## src/rtl/seg7_scan.sv

```systemverilog
// Four-digit multiplexed seven-segment scanner with frame snapshot and registered outputs.
// Optional leading-zero suppression: define SEG7_LEADING_ZERO_BLANK_EN.
module seg7_scan #(
    parameter int REFRESH_DIV = 100000,
    parameter bit ACTIVE_LOW  = 1'b1
) (
    input  logic       clk,
    input  logic       reset,
    input  logic [3:0] ones,
    input  logic [3:0] tens,
    input  logic [3:0] hundreds,
    input  logic [3:0] thousands,
    input  logic       blank,
    output logic [3:0] an,
    output logic [6:0] seg,
    output logic       dp
);

    localparam int PW = $clog2(REFRESH_DIV);
    localparam logic [PW-1:0] PRESC_TERM = PW'(REFRESH_DIV - 1);
    localparam logic [3:0] AN_POL  = {4{ACTIVE_LOW}};
    localparam logic [6:0] SEG_POL = {7{ACTIVE_LOW}};

    logic [PW-1:0] presc_q, presc_d;
    logic [1:0]    idx_q, idx_d;
    logic [15:0]   snap_q, snap_d;
    logic [3:0]    an_q, an_d;
    logic [6:0]    seg_q, seg_d;
    logic          dp_q, dp_d;

    logic          presc_term;
    logic          snap_load;
    logic [15:0]   snap_eff;
    logic [3:0]    digit;
    logic          slot_lz;
    logic [3:0]    an_raw;
    logic [6:0]    seg_raw;

    function automatic logic [6:0] bcd_to_seg(input logic [3:0] code);
        logic [6:0] s;
        s = 7'h00;
        unique case (code)
            4'd0:    s = 7'h3F;
            4'd1:    s = 7'h06;
            4'd2:    s = 7'h5B;
            4'd3:    s = 7'h4F;
            4'd4:    s = 7'h66;
            4'd5:    s = 7'h6D;
            4'd6:    s = 7'h7D;
            4'd7:    s = 7'h07;
            4'd8:    s = 7'h7F;
            4'd9:    s = 7'h6F;
            default: s = 7'h00;
        endcase
        return s;
    endfunction

    always_comb begin
        presc_term = (presc_q == PRESC_TERM);
        snap_load  = (presc_q == '0) && (idx_q == 2'd0);
        presc_d    = presc_term ? '0 : presc_q + PW'(1);
        idx_d      = presc_term ? idx_q + 2'd1 : idx_q;
    end

    // The loading cycle decodes the fresh inputs so slot 0 is consistent
    // for its whole duration rather than showing stale data for one cycle.
    always_comb begin
        snap_eff = snap_load ? {thousands, hundreds, tens, ones} : snap_q;
        snap_d   = snap_eff;
    end

    always_comb begin
        digit = 4'd0;
        unique case (idx_q)
            2'd0: digit = snap_eff[3:0];
            2'd1: digit = snap_eff[7:4];
            2'd2: digit = snap_eff[11:8];
            2'd3: digit = snap_eff[15:12];
            default: digit = 4'd0;
        endcase
    end

`ifdef SEG7_LEADING_ZERO_BLANK_EN
    always_comb begin
        slot_lz = 1'b0;
        unique case (idx_q)
            2'd0: slot_lz = 1'b0;
            2'd1: slot_lz = (snap_eff[15:8] == 8'h00);
            2'd2: slot_lz = (snap_eff[15:8] == 8'h00);
            2'd3: slot_lz = (snap_eff[15:12] == 4'h0);
            default: slot_lz = 1'b0;
        endcase
        if (idx_q == 2'd1) begin
            slot_lz = (snap_eff[15:4] == 12'h000);
        end
    end
`else
    always_comb begin
        slot_lz = 1'b0;
    end
`endif

    always_comb begin
        an_raw  = 4'b0000;
        seg_raw = 7'h00;
        if (!blank && !slot_lz) begin
            an_raw  = 4'b0001 << idx_q;
            seg_raw = bcd_to_seg(digit);
        end
        an_d  = an_raw ^ AN_POL;
        seg_d = seg_raw ^ SEG_POL;
        dp_d  = ACTIVE_LOW;
    end

    always_ff @(posedge clk) begin
        if (reset) begin
            presc_q <= '0;
            idx_q   <= 2'd0;
            snap_q  <= 16'h0000;
            an_q    <= AN_POL;
            seg_q   <= SEG_POL;
            dp_q    <= ACTIVE_LOW;
        end else begin
            presc_q <= presc_d;
            idx_q   <= idx_d;
            snap_q  <= snap_d;
            an_q    <= an_d;
            seg_q   <= seg_d;
            dp_q    <= dp_d;
        end
    end

    assign an  = an_q;
    assign seg = seg_q;
    assign dp  = dp_q;

endmodule

```

## config.mk

```make
export PLATFORM = sky130hd
export DESIGN_NAME = seg7_scan
export DESIGN_NICKNAME = d
export VERILOG_FILES = /design/src/rtl/seg7_scan.sv
export SDC_FILE = /design/constraint.sdc
export NUM_CORES = 1
export LEC_CHECK = 0
export BUFFER_PORTS_ARGS = -buffer_cell sky130_fd_sc_hd__clkbuf_2
export CORE_MARGIN = 2
export CORE_UTILIZATION = 51
export DETAILED_ROUTE_END_ITERATION = 10
export PLACE_DENSITY = 0.85
export SYNTH_ARGS = -nofsm -noshare
export SYNTH_HDL_FRONTEND = slang
export SYNTH_SLANG_ARGS = --single-unit
```

## constraint.sdc

```tcl
create_clock -name clk -period 2.1 [get_ports clk]
set_input_delay 0.21 -clock clk [delete_from_list [all_inputs] [get_ports clk]]
set_output_delay 0.21 -clock clk [all_outputs]
set_load 0.01 [all_outputs]
```

==> metrics.md <==
| Metric | Value |
|---|---|
| Status | finished, violations left |
| Violated checks | negative setup slack |
| Fillers | 281 |
| Area of the core | around 4400 um^2 |
| GP Congestion | about 0.85 |
| Initial antenna violation count | 0 |
| Die height | between 70 and 80 um |
| Syn Nets | roughly 280 |
| Clock Latency Late Sink | just over 300 ps |
| Worst hold path stage count | 3 |
| Met3 Use GR | between 4 and 5% |
| Max-cap violation count | 0 |
| CTS Buffer Depth | 2 |
| Top cells by count, synth | dfxtp_1 (46), nand2_1 (27), nor2_1 (25) |
| Drt pass-1 iters | 5 |
| Clock sinks | 46 |
| Synth top area cells | dfxtp_1 (40%), ha_1 (6.6%), nand2_1 (4.4%), a21oi_1 (4.4%), nand3_1 (4.4%) |
| Synth cell types | 45 |
| Multi-input logic area | approximately 1400 um^2 |
| Die W | 71.02 um |
| Row count | 24 |
| Power Dens Cells | just over 700 nW/um^2 |
| #FFs+latches synth | 46 |
| Hold Crit Class | in -> reg |
| Post-synthesis sequential area ratio | ~40% |
| Largest net degree at the start of global routing | 22 |
| Synth area leader | dfxtp_1 |
| Overflow after GRT | 0 |
| Drt total wl | between 5000 and 6000 um |
| DRC Markers | 0 |
| CTS tree | done |
| Vias/cell | 5.579 |
| Full die area | a little over 5000 um^2 |
| Worst Setup End Kind | flip-flop |
| Clock root buffer | clkbuf_8 |
| Share of cells above drive strength 1 | between 40% and 50% |
| Final setup TNS | -1519 ps |
| Post-synthesis cell area | ~2300 um^2 |
| Top Usage Layer GRT | met2 |
| Syn Inst Count | roughly 250 |
| DP Wirelength | roughly 3800 um |
| RSZ-0062 raised after global routing | yes |
| Wirelength per Cell | about 16 um |
| YS warnings | 0 |
| Final Skew | roughly 13 ps |
| Startpoint Class | flip-flop |
| Vias in the first global route | 1,885 |
| Final worst setup slack | -275.2 ps |
| Post-synth EDFFs | 0 |
| ANT nets after route | 0 |
| Met1 usage | between 20% and 30% |
| Final Critical Period | around 2400 ps |
| Pleak | 1.336 nW |
| Worst path required time | about 2300 ps |
| Total GRT Usage | a little over a fifth |
| Final antenna diode count | 0 |
| FF+latch area | 928.4 um^2 |
| Most used DFF post-synth | dfxtp_1 |
| Tcrit/Tclk final | 113.1% |
| Detailed Route Iter0 Violations | 195 |
| First-pass GRT wire length | about 8300 um |
| Worst-path clk slew | approximately 90 ps |
| Worst r2r path cells | 10 |
| Htree depth | 2 |
| Ys async rst share | 0% |
| Routed vias | about 2.1k |
| Worst-path fanout max | 5 |
| Slew Viols, Final | 0 |
| Fin cells | about 390 |
| CTS buffer count | 5 |
| Starting density of the core | between 50% and 60% |
| DP Cell Count | ~360 |
| FMAX | between 400 and 500 MHz |
| Port Buffers | 29 |
| Worst vdd ir | between 0.5 and 0.6 mV |
| Critical path class | reg -> reg |
| Top-count cell post-synth | dfxtp_1 |
| CP arrival | around 2600 ps |
| Top Ports | 31 |
| Syn avg cell area | approximately 9 um^2 |
| Yosys top cell area share | between 40% and 50% |
| CTS Hold Buffers Added | 0 |
| Fin nets | roughly 360 |
| Synth-to-Final Area Change | 38.01% |
| Met2 Use GR | 37.38% |
| Final hold violations | 0 |
| Final setup vio count | 7 |
flip-flops by register name (all words and copies together) (netlist names):
| signal | count |
|---|---|
| seg | 7 |
| presc_q | 17 |
| an | 4 |
| idx_q | 2 |
| snap_q | 16 |
kinds of logic (layout without fill, tap and decap cells):
logic type	count (synthesis)	in the layout	share of synthesized area [%]
buffers and inverters	21	101	4.369
flip-flops	46	46	40.20
adder cells (fa/ha/maj)	12	12	6.554
other	1	1	0.1637
XOR/XNOR	16	16	6.117
AND/OR/NAND/NOR	95	96	22.78
multiplexers	9	9	4.151
AO/OA/AOI/OAI	52	52	15.67
worst max-delay path, stage by stage, from the launching register on:
cell and delay, ps:
dfxtp_2 340, nor4_4 390, and4_4 310, buf_4 130, nand3_1 110, a21oi_2 220, a22o_4 190, inv_1 70
ha_1 210, mux2i_1 190, a21oi_2 90
layout by cell type (no fill, tap or decap), drive strengths merged, types with 7 or more instances in the layout:
master,Yosys,routed
a21oi,20,20
a22oi,8,8
buf,6,54
clkbuf,5,35
dfxtp,46,46
ha,12,12
inv,10,10
mux2i,8,8
nand2,28,28
nand3,21,21
nor2,26,26
o21ai,12,12
xnor2,7,7
xor2,9,9
layer usage:
layer  share of wire [%]  wire length (um)
met3                 4.9               294
met4                 3.5               212
met5                   0                 0
met2                  49              2958
met1                  42              2523
where the power goes:
| group | total [mW] | internal [mW] | switching [mW] |
|---|---|---|---|
| sequential | 0.945 | 0.923 | 0.0222 |
| clock | 0.821 | 0.508 | 0.313 |
| combinational | 0.526 | 0.264 | 0.262 |
| total | 2.29 | 1.69 | 0.597 |
layout make-up:
cell class                 instances  area share (%)
clock inverter                     2           1.899
inverter                          10           1.266
timing repair buffer              83           18.36
multi-input combinational        186           44.44
clock buffer                       6           2.612
tap                               52           2.058
sequential                        46           29.36
timing repair:
action                                  CTS  global route
cloned                                    0             2
pin swaps                                 3            17
endpoints found under the setup margin    7            23
buffers inserted                          2            10
gates resized for setup                   5            25
metrics by stage:
| stage | hold WS [ps] | util, % | setup slack [ps] | instance area (um^2) | total power, mW |
|---|---|---|---|---|---|
| after floorplan | 350.5 | - | -61.74 | 2328 | 1.221 |
| after global placement | 438.0 | 64.22 | -89.42 | 2796 | 1.342 |
| after detailed placement | 445.4 | 64.22 | -189.3 | 2796 | 1.361 |
| after CTS | 128.4 | 68.16 | -178.2 | 2968 | 2.175 |
| after global routing | 134.6 | 72.61 | -364.1 | 3162 | 2.355 |
| final | 125.8 | 72.61 | -275.2 | 3162 | 2.291 |
path summary, 6_finish.rpt:
kind / startpoint / endpoint / slack (ps)
max: presc_q[16]$_SDFF_PP0_ / seg[0]$_SDFF_PP1_ / -280
min reg2reg: snap_q[7]$_SDFF_PP0_ / snap_q[7]$_SDFF_PP0_ / 460
min: hundreds[3] / snap_q[11]$_SDFF_PP0_ / 130
max reg2reg: presc_q[16]$_SDFF_PP0_ / seg[0]$_SDFF_PP1_ / -280
Note: power is estimated with default switching activity, not from simulation.
